$ cat src/rtl/dmb_util_pkg.sv
// dmb_util_pkg: shared helpers for DAQ/trigger building blocks
package dmb_util_pkg;
    function automatic int clog2(input int v);
        int r;
        r = 0;
        while ((1 << r) < v) r++;
        return r;
    endfunction
    function automatic bit srl_params_ok(input int w, input int depth, input int aw);
        return w >= 1 && w <= 64 && depth >= 2 && depth <= 256 && (1 << aw) >= depth;
    endfunction
endpackage

$ cat src/rtl/sat_upcnt.sv
// sat_upcnt: saturating up-counter with synchronous reset and enable
module sat_upcnt #(
    parameter int N   = 5,
    parameter int MAX = 16
) (
    input  logic         CLK,
    input  logic         RST,
    input  logic         EN,
    output logic [N-1:0] Q
);
    always_ff @(posedge CLK)
        if (RST) Q <= '0;
        else if (EN && Q != N'(MAX)) Q <= Q + 1'b1;
endmodule

$ cat src/rtl/srl_delay_nxw.sv
// srl_delay_nxw: W-bit CE-gated shift line with dynamic tap, last-stage tap and fill-tracked valid
module srl_delay_nxw
    import dmb_util_pkg::*;
#(
    parameter int W     = 1,
    parameter int DEPTH = 16,
    parameter int AW    = 4,
    parameter int OREG  = 0
) (
    input  logic          CLK,
    input  logic          RST,
    input  logic          CE,
    input  logic [AW-1:0] A,
    input  logic [W-1:0]  I,
    output logic [W-1:0]  O,
    output logic          VLD,
    output logic [W-1:0]  QL
);
    localparam int FW = clog2(DEPTH + 1);
    localparam logic [AW-1:0] LAST = AW'(DEPTH - 1);
    if (!srl_params_ok(W, DEPTH, AW)) begin : g_bad
        $error("srl_delay_nxw: illegal W/DEPTH/AW combination");
    end
    (* syn_srlstyle = "select_srl" *) logic [W-1:0] sr [DEPTH];
    logic [FW-1:0] fill;
    logic [AW-1:0] ae;
    logic          vld_c;
    logic [W-1:0]  o_c;
    always_ff @(posedge CLK)
        if (CE) begin
            sr[0] <= I;
            for (int k = 1; k < DEPTH; k++) sr[k] <= sr[k-1];
        end
    sat_upcnt #(.N(FW), .MAX(DEPTH)) u_fill (.CLK(CLK), .RST(RST), .EN(CE), .Q(fill));
    // Clamp keeps the read inside the array for any A
    always_comb begin
        ae    = (A > LAST) ? LAST : A;
        vld_c = 32'(fill) > 32'(ae);
        o_c   = vld_c ? sr[ae] : '0;
    end
    assign QL = sr[DEPTH-1];
    if (OREG != 0) begin : g_oreg
        always_ff @(posedge CLK)
            if (RST) begin
                O   <= '0;
                VLD <= 1'b0;
            end else begin
                O   <= o_c;
                VLD <= vld_c;
            end
    end else begin : g_comb
        assign O   = o_c;
        assign VLD = vld_c;
    end
endmodule

$ cat config.mk
export PLATFORM = sky130hd
export DESIGN_NAME = srl_delay_nxw
export DESIGN_NICKNAME = d
export VERILOG_FILES = /design/src/rtl/dmb_util_pkg.sv /design/src/rtl/sat_upcnt.sv /design/src/rtl/srl_delay_nxw.sv
export SDC_FILE = /design/constraint.sdc
export NUM_CORES = 1
export LEC_CHECK = 0
export ABC_CLOCK_PERIOD_IN_PS = 3150
export CAP_MARGIN = 20
export CORE_UTILIZATION = 43
export CTS_CLUSTER_SIZE = 28
export DETAILED_ROUTE_END_ITERATION = 8
export PLACE_DENSITY = 0.67
export SLEW_MARGIN = 25
export SYNTH_ARGS = -nofsm -noshare
export SYNTH_HDL_FRONTEND = slang
export SYNTH_SLANG_ARGS = --single-unit
$ cat constraint.sdc
create_clock -name CLK -period 3.15 [get_ports CLK]
set_input_delay 0.315 -clock CLK [delete_from_list [all_inputs] [get_ports CLK]]
set_output_delay 0.315 -clock CLK [all_outputs]
set_load 0.02 [all_outputs]
==> qor.yml <==
status: "completed"
place_hpwl_microns: 942.4
critPathLaunchType: "primary input"
maxSlewViolCount: 0
numPortBuffers: 10
path_clk_slew_ps: 110
grt_remaining_overflow: 0
place_inst: 102
timing.final.crit_period_ps: 2747
n_fill_cell: 181
utilization_pct: 54.89
period_share_pct: 87.19
tightest_slew_ps: 821.2
clock-sinks: 21
die_h_microns: 49.00
synth_compound_area_share_pct: 3.426
timing.critical_path.mode_cell: "clkdlybuf4s50_1"
num_rows: 16
drt_iter0_drc: 13
antenna_found_initial: 0
final_nets: 94
netlist_area_sq_um: 949.7
vias: 545
synth_top_area_share_pct: 50.59
cts_root_buf: "clkbuf_4"
path_cells: "clkdlybuf4s50_1 > inv_1 > ha_1 > nor2b_1 > o211ai_1 > a21oi_1 > or2_2 > clkdlybuf4s50_1"
cts_buffers: 3
cts_hold_buffers: 0
chipWidth_microns: 49.00
synth_commonest_cells: "16 x edfxtp_1, 6 x ha_1, 6 x nand2_1"
cp.arrival_ps: 2430
ys_seq_elements: 21
rsz0062_at_grt: "no"
synth_cell_type_count: 18
netlist_instances: 65
power.density_nw_per_um2: 450.9
clockBufferDepth: 2
core_sq_um: 2022
routed_wl_mm: 1.320
hp-class: "reg -> reg"
path_max_fanout: 5
hold_viol_final: 0
cpMaxStageDelayCell: "clkdlybuf4s50_1"
fmax_ghz: 0.3641
die_area_sq_um: 2401
syn_area_per_cell_sq_um: 14.61
grt_pass1_vias: 515
synth_most_common_cell: "edfxtp_1"
tns_ps: 0
drc_errors: 0
synth.area.mux_share_pct: 11.07
vdd_drop_max_v: 0.0003276
first_pass_iters: 3
place.gp.congestion: 0.7433
gr-usage-all-layers_pct: 13.54
slew_headroom_pct: 45.08
yosysWarnings: 0
holdWs_ps: 447.4
antenna_cells: 0
crit_required_ps: 2830
critPathCaptureType: "output pin"
synthXorXnorAreaFrac_pct: 3.689
yosys.area_share.simple_pct: 10.80
slowest_delay_ps: 580
multi_input_area_sq_um: 350.3
synth_top_family_by_area: "multiplexers"
yosysTopAreaCell: "edfxtp_1"
cts_resized: 0
synth_fa_ha_area_share_pct: 7.905
yosys_most_used_dff: "edfxtp_1"
synth_edf_count: 16
final_cells: 106
leakage_nw: 0.4340
grt_pass1_wl_mm: 2.332
setup.worst_path.class: "in -> out"
ys_top_cells_by_area: "edfxtp_1 51%, mux4_1 11%, dfxtp_1 11%"
top_level_ports: 11
syn_nets: 79
yosysSeqAreaShare_pct: 61.13
start_util_pct: 46.97
drt-wirelength-per-cell_microns: 12.45
cts_setup_buffers: 0
htreeDepth: 1
drive_gt1_share_pct: 5.063
vias_per_cell: 5.142
async_reset_ff_share_pct: 0
finClkSkew_ps: 6.967
ant_nets: 0
clkLatencyLatePin_ps: 290
cts_tree: "done"
regArea_sq_um: 580.6
area_growth_syn_to_layout_pct: 16.86
drv_cap: 0
grt_max_degree: 22
setup_viol: 0
## state kept, by name (all words and copies together) (netlist names)
signal,cells
sr,16
u_fill.Q,5
## layout by cell type (no fill, tap or decap), drive strengths merged
| master | n |
|---|---|
| nor2 | 4 |
| clkdlybuf4s50 | 10 |
| ha | 6 |
| inv | 5 |
| nor2b | 1 |
| xnor2 | 1 |
| nand4bb | 1 |
| a21oi | 3 |
| clkbuf | 4 |
| nand4 | 2 |
| dfxtp | 5 |
| or2 | 1 |
| mux4 | 4 |
| nand3 | 4 |
| o211a | 1 |
| o211ai | 1 |
| and4 | 1 |
| nand2 | 6 |
| edfxtp | 16 |
| xor2 | 3 |
## worst max-delay path, delay by kind of cell
family	cells	cell delay, ps
compound gates	2	240
fa+ha+maj	1	300
buf+inv	3	1180
simple gates	2	400
## through the flow
step           total power [mW]  setup WS, ps  instance area [sq um]
2_1_floorplan            0.3557          1538                  949.7
3_3_place_gp             0.3816         404.5                   1084
3_5_place_dp             0.3832         384.9                   1084
4_1_cts                  0.5085         382.3                   1110
5_1_grt                  0.5292         290.6                   1110
6_report                 0.5004         403.4                   1110
## final cells by class
class | instances | area share (%)
Clock buffer | 4 | 2.368
Sequential cell | 21 | 52.31
Inverter | 5 | 1.691
Multi-Input combinational cell | 39 | 31.57
Tap cell | 27 | 3.044
Timing Repair Buffer | 10 | 9.019
## routing by layer
layer / vias to the layer above / track usage [%] / routed length, microns
met5: - / 0 / 0
met4: 0 / 7.353 / 21
met3: 2 / 3.738 / 38
met2: 8 / 18.29 / 564
met1: 260 / 19.55 / 696
li1: 275 / - / -
## logic make-up (layout without fill, tap and decap cells)
family,count (synthesis),count (layout)
DFF,21,21
and+or+nand+nor,20,20
adders and majority gates,6,6
AOI/OAI and AO/OA,5,5
buffers and inverters,5,19
xor gates and xnor gates,4,4
muxes,4,4
## final timing paths
path / from / cells past startpoint / end / slack (ps)
setup reg to reg: u_fill.Q[0]$_SDFFE_PP0P_ / 6 / u_fill.Q[0]$_SDFFE_PP0P_ / 1910
setup / recovery: A[1] / 8 / VLD / 400
hold reg to reg: sr[7]$_DFFE_PP_ / 0 / sr[8]$_DFFE_PP_ / 450
hold / removal: sr[7]$_DFFE_PP_ / 0 / sr[8]$_DFFE_PP_ / 450
## where the power goes
part | switching, mW | total [mW] | internal [mW] | leakage [nW]
logic | 0.0244 | 0.0535 | 0.0291 | 0.222
registers | 0.00806 | 0.323 | 0.314 | 0.197
clock network | 0.0752 | 0.124 | 0.0492 | 0.0150
total | 0.108 | 0.500 | 0.393 | 0.434
No activity file was read; power rests on OpenSTA's default activity.
